[src/rtl/mem_port_arbiter.sv]
// rtl/mem_port_arbiter.sv - shares one single-port memory between fetch and data requesters.
// Data wins contention until the fetch side has been passed over MAX_WAIT times in a row.
module mem_port_arbiter #(
  parameter int MAX_WAIT = 4,
  parameter int TIMEOUT  = 255
) (
  input  logic        clk,
  input  logic        rst,
  input  logic        halt_sys,
  input  logic        if_req,
  input  logic [15:0] if_addr,
  output logic        if_valid,
  output logic [15:0] if_rdata,
  input  logic        dm_req,
  input  logic        dm_we,
  input  logic [15:0] dm_addr,
  input  logic [15:0] dm_wdata,
  output logic        dm_valid,
  output logic [15:0] dm_rdata,
  output logic        mem_req,
  output logic        mem_we,
  output logic [15:0] mem_addr,
  output logic [15:0] mem_wdata,
  input  logic        mem_ack,
  input  logic [15:0] mem_rdata,
  output logic        stall,
  output logic        err
);

  localparam int SW = (MAX_WAIT < 1) ? 1 : $clog2(MAX_WAIT + 1);
  localparam int BW = (TIMEOUT < 2) ? 1 : $clog2(TIMEOUT + 1);
  localparam logic [SW-1:0] STARVE_MAX = SW'(MAX_WAIT);
  localparam logic [BW-1:0] BUSY_LAST  = BW'(TIMEOUT - 1);

  typedef enum logic [1:0] {IDLE, IF_BUSY, DM_BUSY} state_t;

  state_t          r_state;
  state_t          w_next;
  logic [SW-1:0]   r_starve_cnt;
  logic [BW-1:0]   r_busy_cnt;
  logic            r_mem_req, r_mem_we, r_if_valid, r_dm_valid, r_err;
  logic [15:0]     r_mem_addr, r_mem_wdata, r_if_rdata, r_dm_rdata;
  logic            w_grant_if, w_grant_dm, w_ack, w_timeout;

  always_ff @(posedge clk or negedge rst) begin
    if (!rst) r_state <= IDLE;
    else      r_state <= w_next;
  end

  always_comb begin
    w_next     = r_state;
    w_grant_if = 1'b0;
    w_grant_dm = 1'b0;
    w_ack      = 1'b0;
    w_timeout  = 1'b0;
    case (r_state)
      IDLE: begin
        if (!halt_sys) begin
          if (if_req && (!dm_req || r_starve_cnt == STARVE_MAX)) begin
            w_grant_if = 1'b1;
            w_next     = IF_BUSY;
          end else if (dm_req) begin
            w_grant_dm = 1'b1;
            w_next     = DM_BUSY;
          end
        end
      end
      IF_BUSY, DM_BUSY: begin
        // An ack arriving on the timeout cycle still counts as a normal completion.
        w_ack     = mem_ack;
        w_timeout = !mem_ack && (r_busy_cnt == BUSY_LAST);
        if (w_ack || w_timeout) w_next = IDLE;
      end
      default: w_next = IDLE;
    endcase
  end

  always_ff @(posedge clk or negedge rst) begin
    if (!rst) begin
      r_mem_req    <= 1'b0;
      r_mem_we     <= 1'b0;
      r_mem_addr   <= '0;
      r_mem_wdata  <= '0;
      r_if_valid   <= 1'b0;
      r_dm_valid   <= 1'b0;
      r_err        <= 1'b0;
      r_if_rdata   <= '0;
      r_dm_rdata   <= '0;
      r_starve_cnt <= '0;
      r_busy_cnt   <= '0;
    end else begin
      r_if_valid <= 1'b0;
      r_dm_valid <= 1'b0;
      r_err      <= 1'b0;
      if (w_grant_if) begin
        r_mem_req    <= 1'b1;
        r_mem_we     <= 1'b0;
        r_mem_addr   <= if_addr;
        r_mem_wdata  <= '0;
        r_starve_cnt <= '0;
      end
      if (w_grant_dm) begin
        r_mem_req   <= 1'b1;
        r_mem_we    <= dm_we;
        r_mem_addr  <= dm_addr;
        r_mem_wdata <= dm_wdata;
        if (if_req && r_starve_cnt != STARVE_MAX) r_starve_cnt <= r_starve_cnt + SW'(1);
      end
      if (r_state == IDLE)             r_busy_cnt <= '0;
      else if (r_busy_cnt != BUSY_LAST) r_busy_cnt <= r_busy_cnt + BW'(1);
      if (w_ack || w_timeout) begin
        r_mem_req <= 1'b0;
        r_err     <= w_timeout;
        if (r_state == IF_BUSY) begin
          r_if_valid <= 1'b1;
          if (w_ack) r_if_rdata <= mem_rdata;
        end else begin
          r_dm_valid <= 1'b1;
          if (w_ack && !r_mem_we) r_dm_rdata <= mem_rdata;
        end
      end
    end
  end

  assign mem_req   = r_mem_req;
  assign mem_we    = r_mem_we;
  assign mem_addr  = r_mem_addr;
  assign mem_wdata = r_mem_wdata;
  assign if_valid  = r_if_valid;
  assign if_rdata  = r_if_rdata;
  assign dm_valid  = r_dm_valid;
  assign dm_rdata  = r_dm_rdata;
  assign err       = r_err;
  assign stall     = if_req & ~r_if_valid;

endmodule

[config.mk]
export PLATFORM = sky130hd
export DESIGN_NAME = mem_port_arbiter
export DESIGN_NICKNAME = d
export VERILOG_FILES = /design/src/rtl/mem_port_arbiter.sv
export SDC_FILE = /design/constraint.sdc
export NUM_CORES = 1
export LEC_CHECK = 0
export ABC_AREA = 1
export CAP_MARGIN = 20
export CELL_PAD_IN_SITES_DETAIL_PLACEMENT = 0
export CELL_PAD_IN_SITES_GLOBAL_PLACEMENT = 2
export CORE_ASPECT_RATIO = 1.75
export CORE_UTILIZATION = 24
export CTS_CLUSTER_DIAMETER = 30
export DETAILED_ROUTE_END_ITERATION = 10
export GPL_TIMING_DRIVEN = 0
export PLACE_DENSITY_LB_ADDON = 0.1
export REMOVE_ABC_BUFFERS = 1
export SLEW_MARGIN = 10
export SYNTH_ARGS = -nofsm -noshare
export SYNTH_HDL_FRONTEND = slang
export SYNTH_SLANG_ARGS = --single-unit
[constraint.sdc]
create_clock -name clk -period 1.9 [get_ports clk]
set_clock_uncertainty 0.1 [all_clocks]
set_input_delay 0.38 -clock clk [delete_from_list [all_inputs] [get_ports clk]]
set_output_delay 0.38 -clock clk [all_outputs]
set_load 0.05 [all_outputs]
# ---- Word-level counts from Yosys, hierarchy flattened
# Cells that the tools add are included.
dict set report totals {
  regBits 82
  input_bits 71
  out_inout_bits 70
  elab_cells 77
}
dict set report classes {
  addsub 2
  n_eq_ne 9
  muxes 33
  n_bitwise 3
  reduce_logical 18
}
# op count
set op_table {}
lappend op_table {{$mux 16} 4}
lappend op_table {{$mux 1} 19}
lappend op_table {{$mux 8} 2}
lappend op_table {{$mux 3} 3}
lappend op_table {{$reduce_and 3->1} 3}
lappend op_table {{$add 8x1->8 const B} 1}
lappend op_table {{$eq 8x8->1 const B} 1}
lappend op_table {{$mux 2} 4}
lappend op_table {{$ne 8x8->1 const B} 1}
lappend op_table {{$ne 3x3->1 const B} 2}
lappend op_table {{$logic_and 1x1->1} 4}
lappend op_table {{$ne 2x2->1 const B} 2}
lappend op_table {{$pmux 2 s2} 1}
lappend op_table {{$reduce_bool 2->1} 2}
lappend op_table {{$add 3x1->3 const B} 1}
lappend op_table {{$eq 3x3->1 const B} 1}
lappend op_table {{$logic_not 1->1} 3}
lappend op_table {{$logic_or 1x1->1} 3}
lappend op_table {{$reduce_bool 3->1} 1}
lappend op_table {{$eq 2x1->1 const B} 1}
lappend op_table {{$eq 2x2->1 const B} 1}
lappend op_table {{$logic_not 2->1} 1}
lappend op_table {{$not 1->1} 2}
lappend op_table {{$reduce_or 2->1} 1}
lappend op_table {{$and 1x1->1} 1}

# ---- Depth between registers and ports, before layout
dict set report logic_depth {
  depth_word 9
  mapped_depth 10
  depth_no_buf 9
}

# ---- Worst setup path before layout
# OpenSTA, ideal clock, no wires.
dict set report synth_path {
  kind {register to output}
  from {register r_if_valid (netlist: if_valid)}
  to {output port stall}
  t_arrival_ps 1280
  t_required_ps 1420
  path_slack_ps 140
  path_stages_with_launch 2
  n_path_buf 0
  cell_sequence {dfrtp_1 > nor2_1}
}
dict set report synth_between {
  elab_chain_len 2
}
# item line_no
set synth_lines {}
lappend synth_lines {{from (decl)} 41} ;# logic r_mem_req, r_mem_we, r_if_valid, r_dm_valid, r_err;
lappend synth_lines {{from (signal assigned)} 84} ;# r_if_valid <= 1'b0;
lappend synth_lines {{from (signal assigned)} 92} ;# r_if_valid <= 1'b0;
lappend synth_lines {{from (signal assigned)} 115} ;# r_if_valid <= 1'b1;
lappend synth_lines {{$not 1->1} 134} ;# assign stall = if_req & ~r_if_valid;
lappend synth_lines {{$and 1x1->1} 134}
lappend synth_lines {{to (decl)} 26} ;# output logic stall,
# Every way passes these cells.

# ---- Final worst setup path
dict set report layout_path {
  from {input port if_req}
  to {output port stall}
}
dict set report layout_between {
  elab_chain_len 1
}
# item line_no
set layout_lines {}
lappend layout_lines {{from (decl)} 10} ;# input logic if_req,
lappend layout_lines {{$and 1x1->1} 134}
# Every way passes these cells.

==> key figures <==
Clock tree
  • Clk Latency, worst-skew pair: 0.34 ns
  • CTS root buf: clkbuf_16
  • Clk sink count: 82
  • Clock slew seen by the registers of the worst setup and hold paths: 0.06 ns
  • TritonCTS buffer count: 9
  • CTS tree: built
  • Clk buf depth: 2
  • H-tree depth: 3

Logic synthesis
  • Netlist cell types: 23
  • Seq cells post-synth: 82
  • Synth Instances: about 460
  • Synth top area share: 54.96%
  • Mapped cell area: 0.003734 sq mm
  • Synth area leaders: dfrtp_1 55%, nand2_1 13%, inv_1 8.8%, o21ai_0 7.0%, nand3_1 3.9%
  • Sequential-to-total area share from yosys stat: 54.96%
  • Synthesis Warnings: 0
  • Avg Inst Size Synth: ~8.2 sq um
  • Post-synth top area cell: dfrtp_1

Power
  • Logic pwr share: 53.0%
  • Total power: slightly below 10 mW
  • P_int: 4.910 mW
  • Sw power: 5.039 mW
  • Leak pwr: 3.095 nW
  • Clock power frac: 18.5%
  • Sw frac: roughly half
  • Share of power burned in registers: 28.5%
  • Cell Pwr Density: 1732 mW/mm^2
  • Worst vdd ir: 0.0005604 V

Layout
  • # fillers: about 1,700
  • Commonest non-fill, non-tap cells in the layout: 132 x nand2_1, 88 x inv_1, 82 x dfrtp_1
  • Share of cells above drive strength 1: 7.237%
  • Final instance area: ~0.0057 sq mm
  • Area taken by multi-input logic gates: 0.001346 sq mm
  • Final #Nets: 680
  • Area grow syn2layout: 53.82%
  • Commonest non-fill, non-tap cell in the layout: nand2_1
  • FF/Latch Area: 0.002052 sq mm

GRT
  • Total gr overflow: 0
  • Largest net degree at the start of global routing: 61
  • First-pass GRT wire length: 18.61 mm
  • Total GRT Usage: approximately 16%
  • Vias in the first global route: about 3,400
  • Initial antenna violation count: 1

Setup path
  • Crit-path max FO: 5
  • CP required: 1.42 ns
  • Critical setup path kind: input pin to output port
  • CP Capture Type: output port
  • R2r startpoint: r_starve_cnt[0]
  • Worst path arrival time: 1.36 ns
  • Reg2Reg Depth: 9
  • Crit path launch: if_req
  • Crit path launch type: input pin

Floorplanning
  • Die X: 96.29 microns
  • Initial Util: between 20% and 30%
  • Num ports: 141
  • Core Footprint: 0.01531 sq mm
  • Row cnt: 60
  • Die ar.: 0.01608 sq mm
  • Die height: 167.0 microns

Drt
  • DRT Pass-1 Iters: 6
  • Total length of routed wires: 11.81 mm
  • Post-DRT Antenna Nets: 0
  • Post-route DRC: 0
  • DR vias: 3,439
  • Vias/cell: 4.326
  • Drt initial violations: 114
  • Avg WL per Cell: about 15 microns

Timing
  • Fin crit share: 97.10%
  • Setup_tns: 0 ns
  • Pins Over Slew Limit: 0
  • Unrepaired setup endpoints after global routing: false
  • Tmin final: approximately 1.8 ns
  • Relative slew slack: 62.22%
  • Hold Violations, Final: 0
  • Final setup fails: 0
  • Fmax: 542.0 MHz
  • Slew at the pin with the worst max-slew slack: 0.5661 ns

Min path
  • WHS Path Cells: 2
  • Min-delay src: r_state[1]
  • HP Class: flip-flop to flip-flop

Outcome
  • Run status: complete, no violations

Placement
  • PortBufs: 140
  • Final HPWL DP: 7.885 mm
  • RD Place Congestion: 0.7055
  • Placed inst area: 0.005334 sq mm

Run
  • Maxcap violations: 0
-- worst paths after layout --
| path | slack, ns | to |
|---|---|---|
| min reg2reg | 0.37 | r_state[1] |
| max in group asynchronous | 0.68 | mem_wdata[6] |
| max | 0.06 | stall |
| min in group asynchronous | 0.40 | if_rdata[0] |
| max reg2reg | 0.17 | mem_addr[15] |
| min | 0.37 | r_state[1] |
-- timing repair --
item,CTS,global route
hold endpoints to repair,22,0
gates cloned,2,0
pin swaps,2,1
endpoints found under the setup margin,149,36
buffers inserted,3,4
gates resized for setup,86,2
hold buffers,1,0
-- Yosys cell counts --
| master | n |
|---|---|
| a21oi_1 | 3 |
| a31o_2 | 1 |
| a31oi_1 | 2 |
| buf_2 | 7 |
| buf_4 | 3 |
| clkbuf_1 | 8 |
| clkinv_1 | 1 |
| dfrtp_1 | 82 |
| ha_1 | 6 |
| inv_1 | 88 |
| inv_2 | 2 |
| nand2_1 | 133 |
| nand2_2 | 3 |
| nand3_1 | 29 |
| nand3_2 | 1 |
| nand4_1 | 18 |
| nor2_1 | 11 |
| nor2_2 | 2 |
| nor3_1 | 2 |
| o211ai_2 | 1 |
| o21ai_0 | 52 |
| o21ai_1 | 2 |
| xor2_1 | 1 |
-- cell type report --
cell class | count | share of cell area, %
well taps | 186 | 4.052
repair buffers | 150 | 25.38
clock inverters | 7 | 1.460
clock buffers | 9 | 3.922
diodes | 1 | 0.04357
flip-flops and latches | 82 | 35.73
inverters | 91 | 5.970
multi-input cells | 269 | 23.44
-- kinds of logic (layout without fill, tap and decap cells) --
logic type      after synthesis  after routing  share of synthesized area (%)
simple gates                199            201                          22.75
buf+inv                     109            257                          11.49
flops                        82             82                          54.96
compound gates               61             61                          8.545
fa+ha+maj                     6              6                          2.011
xor+xnor                      1              1                         0.2346
other cells                   0              1                              0
-- power by group through the flow --
stage | sequential, mW | combinational [mW] | clock [mW]
floorplan | 5.15 | 1.15 | 0
detailed placement | 2.90 | 5.53 | 0
finish | 2.83 | 5.27 | 1.84
global placement | 2.89 | 5.44 | 0
CTS | 2.85 | 5.27 | 1.91
global route | 2.94 | 5.67 | 1.98
-- metal layers --
layer / GRT usage (%) / share of wire, % / vias to the layer above
met3: 3.242 / 5.0 / 5
li1: - / - / 1715
met4: 5.191 / 0.58 / 0
met2: 27.72 / 55 / 93
met5: 0 / 0 / -
met1: 18.35 / 40 / 1626
-- registers in the layout, summed over array words and instances, names as in the netlist --
register / flops
mem_addr: 16
r_starve_cnt: 3
mem_wdata: 16
r_state: 2
dm_rdata: 16
mem_req: 1
if_rdata: 16
r_busy_cnt: 8
mem_we: 1
if_valid: 1
err: 1
dm_valid: 1
-- critical path: stages --
cell           delay [ns]
dlygate4sd2_1        0.43
inv_1                0.17
nor2_1               0.10
buf_2                0.28
-- per-stage QoR --
| step | std cells | hold WS [ns] | worst slack (ns) | utilization (%) |
|---|---|---|---|---|
| 6_report | 795 | 0.3734 | 0.05514 | 37.50 |
| 5_1_grt | 795 | 0.3996 | 0.004824 | 37.50 |
| 4_1_cts | 790 | 0.3744 | 0.005713 | 37.12 |
| 3_5_place_dp | 768 | 0.2211 | -1.486 | 34.83 |
| 3_3_place_gp | 766 | 0.3596 | -2.920 | 34.48 |
| 2_1_floorplan | 440 | -0.01559 | -0.2419 | - |
(Power assumes the default switching activity.)
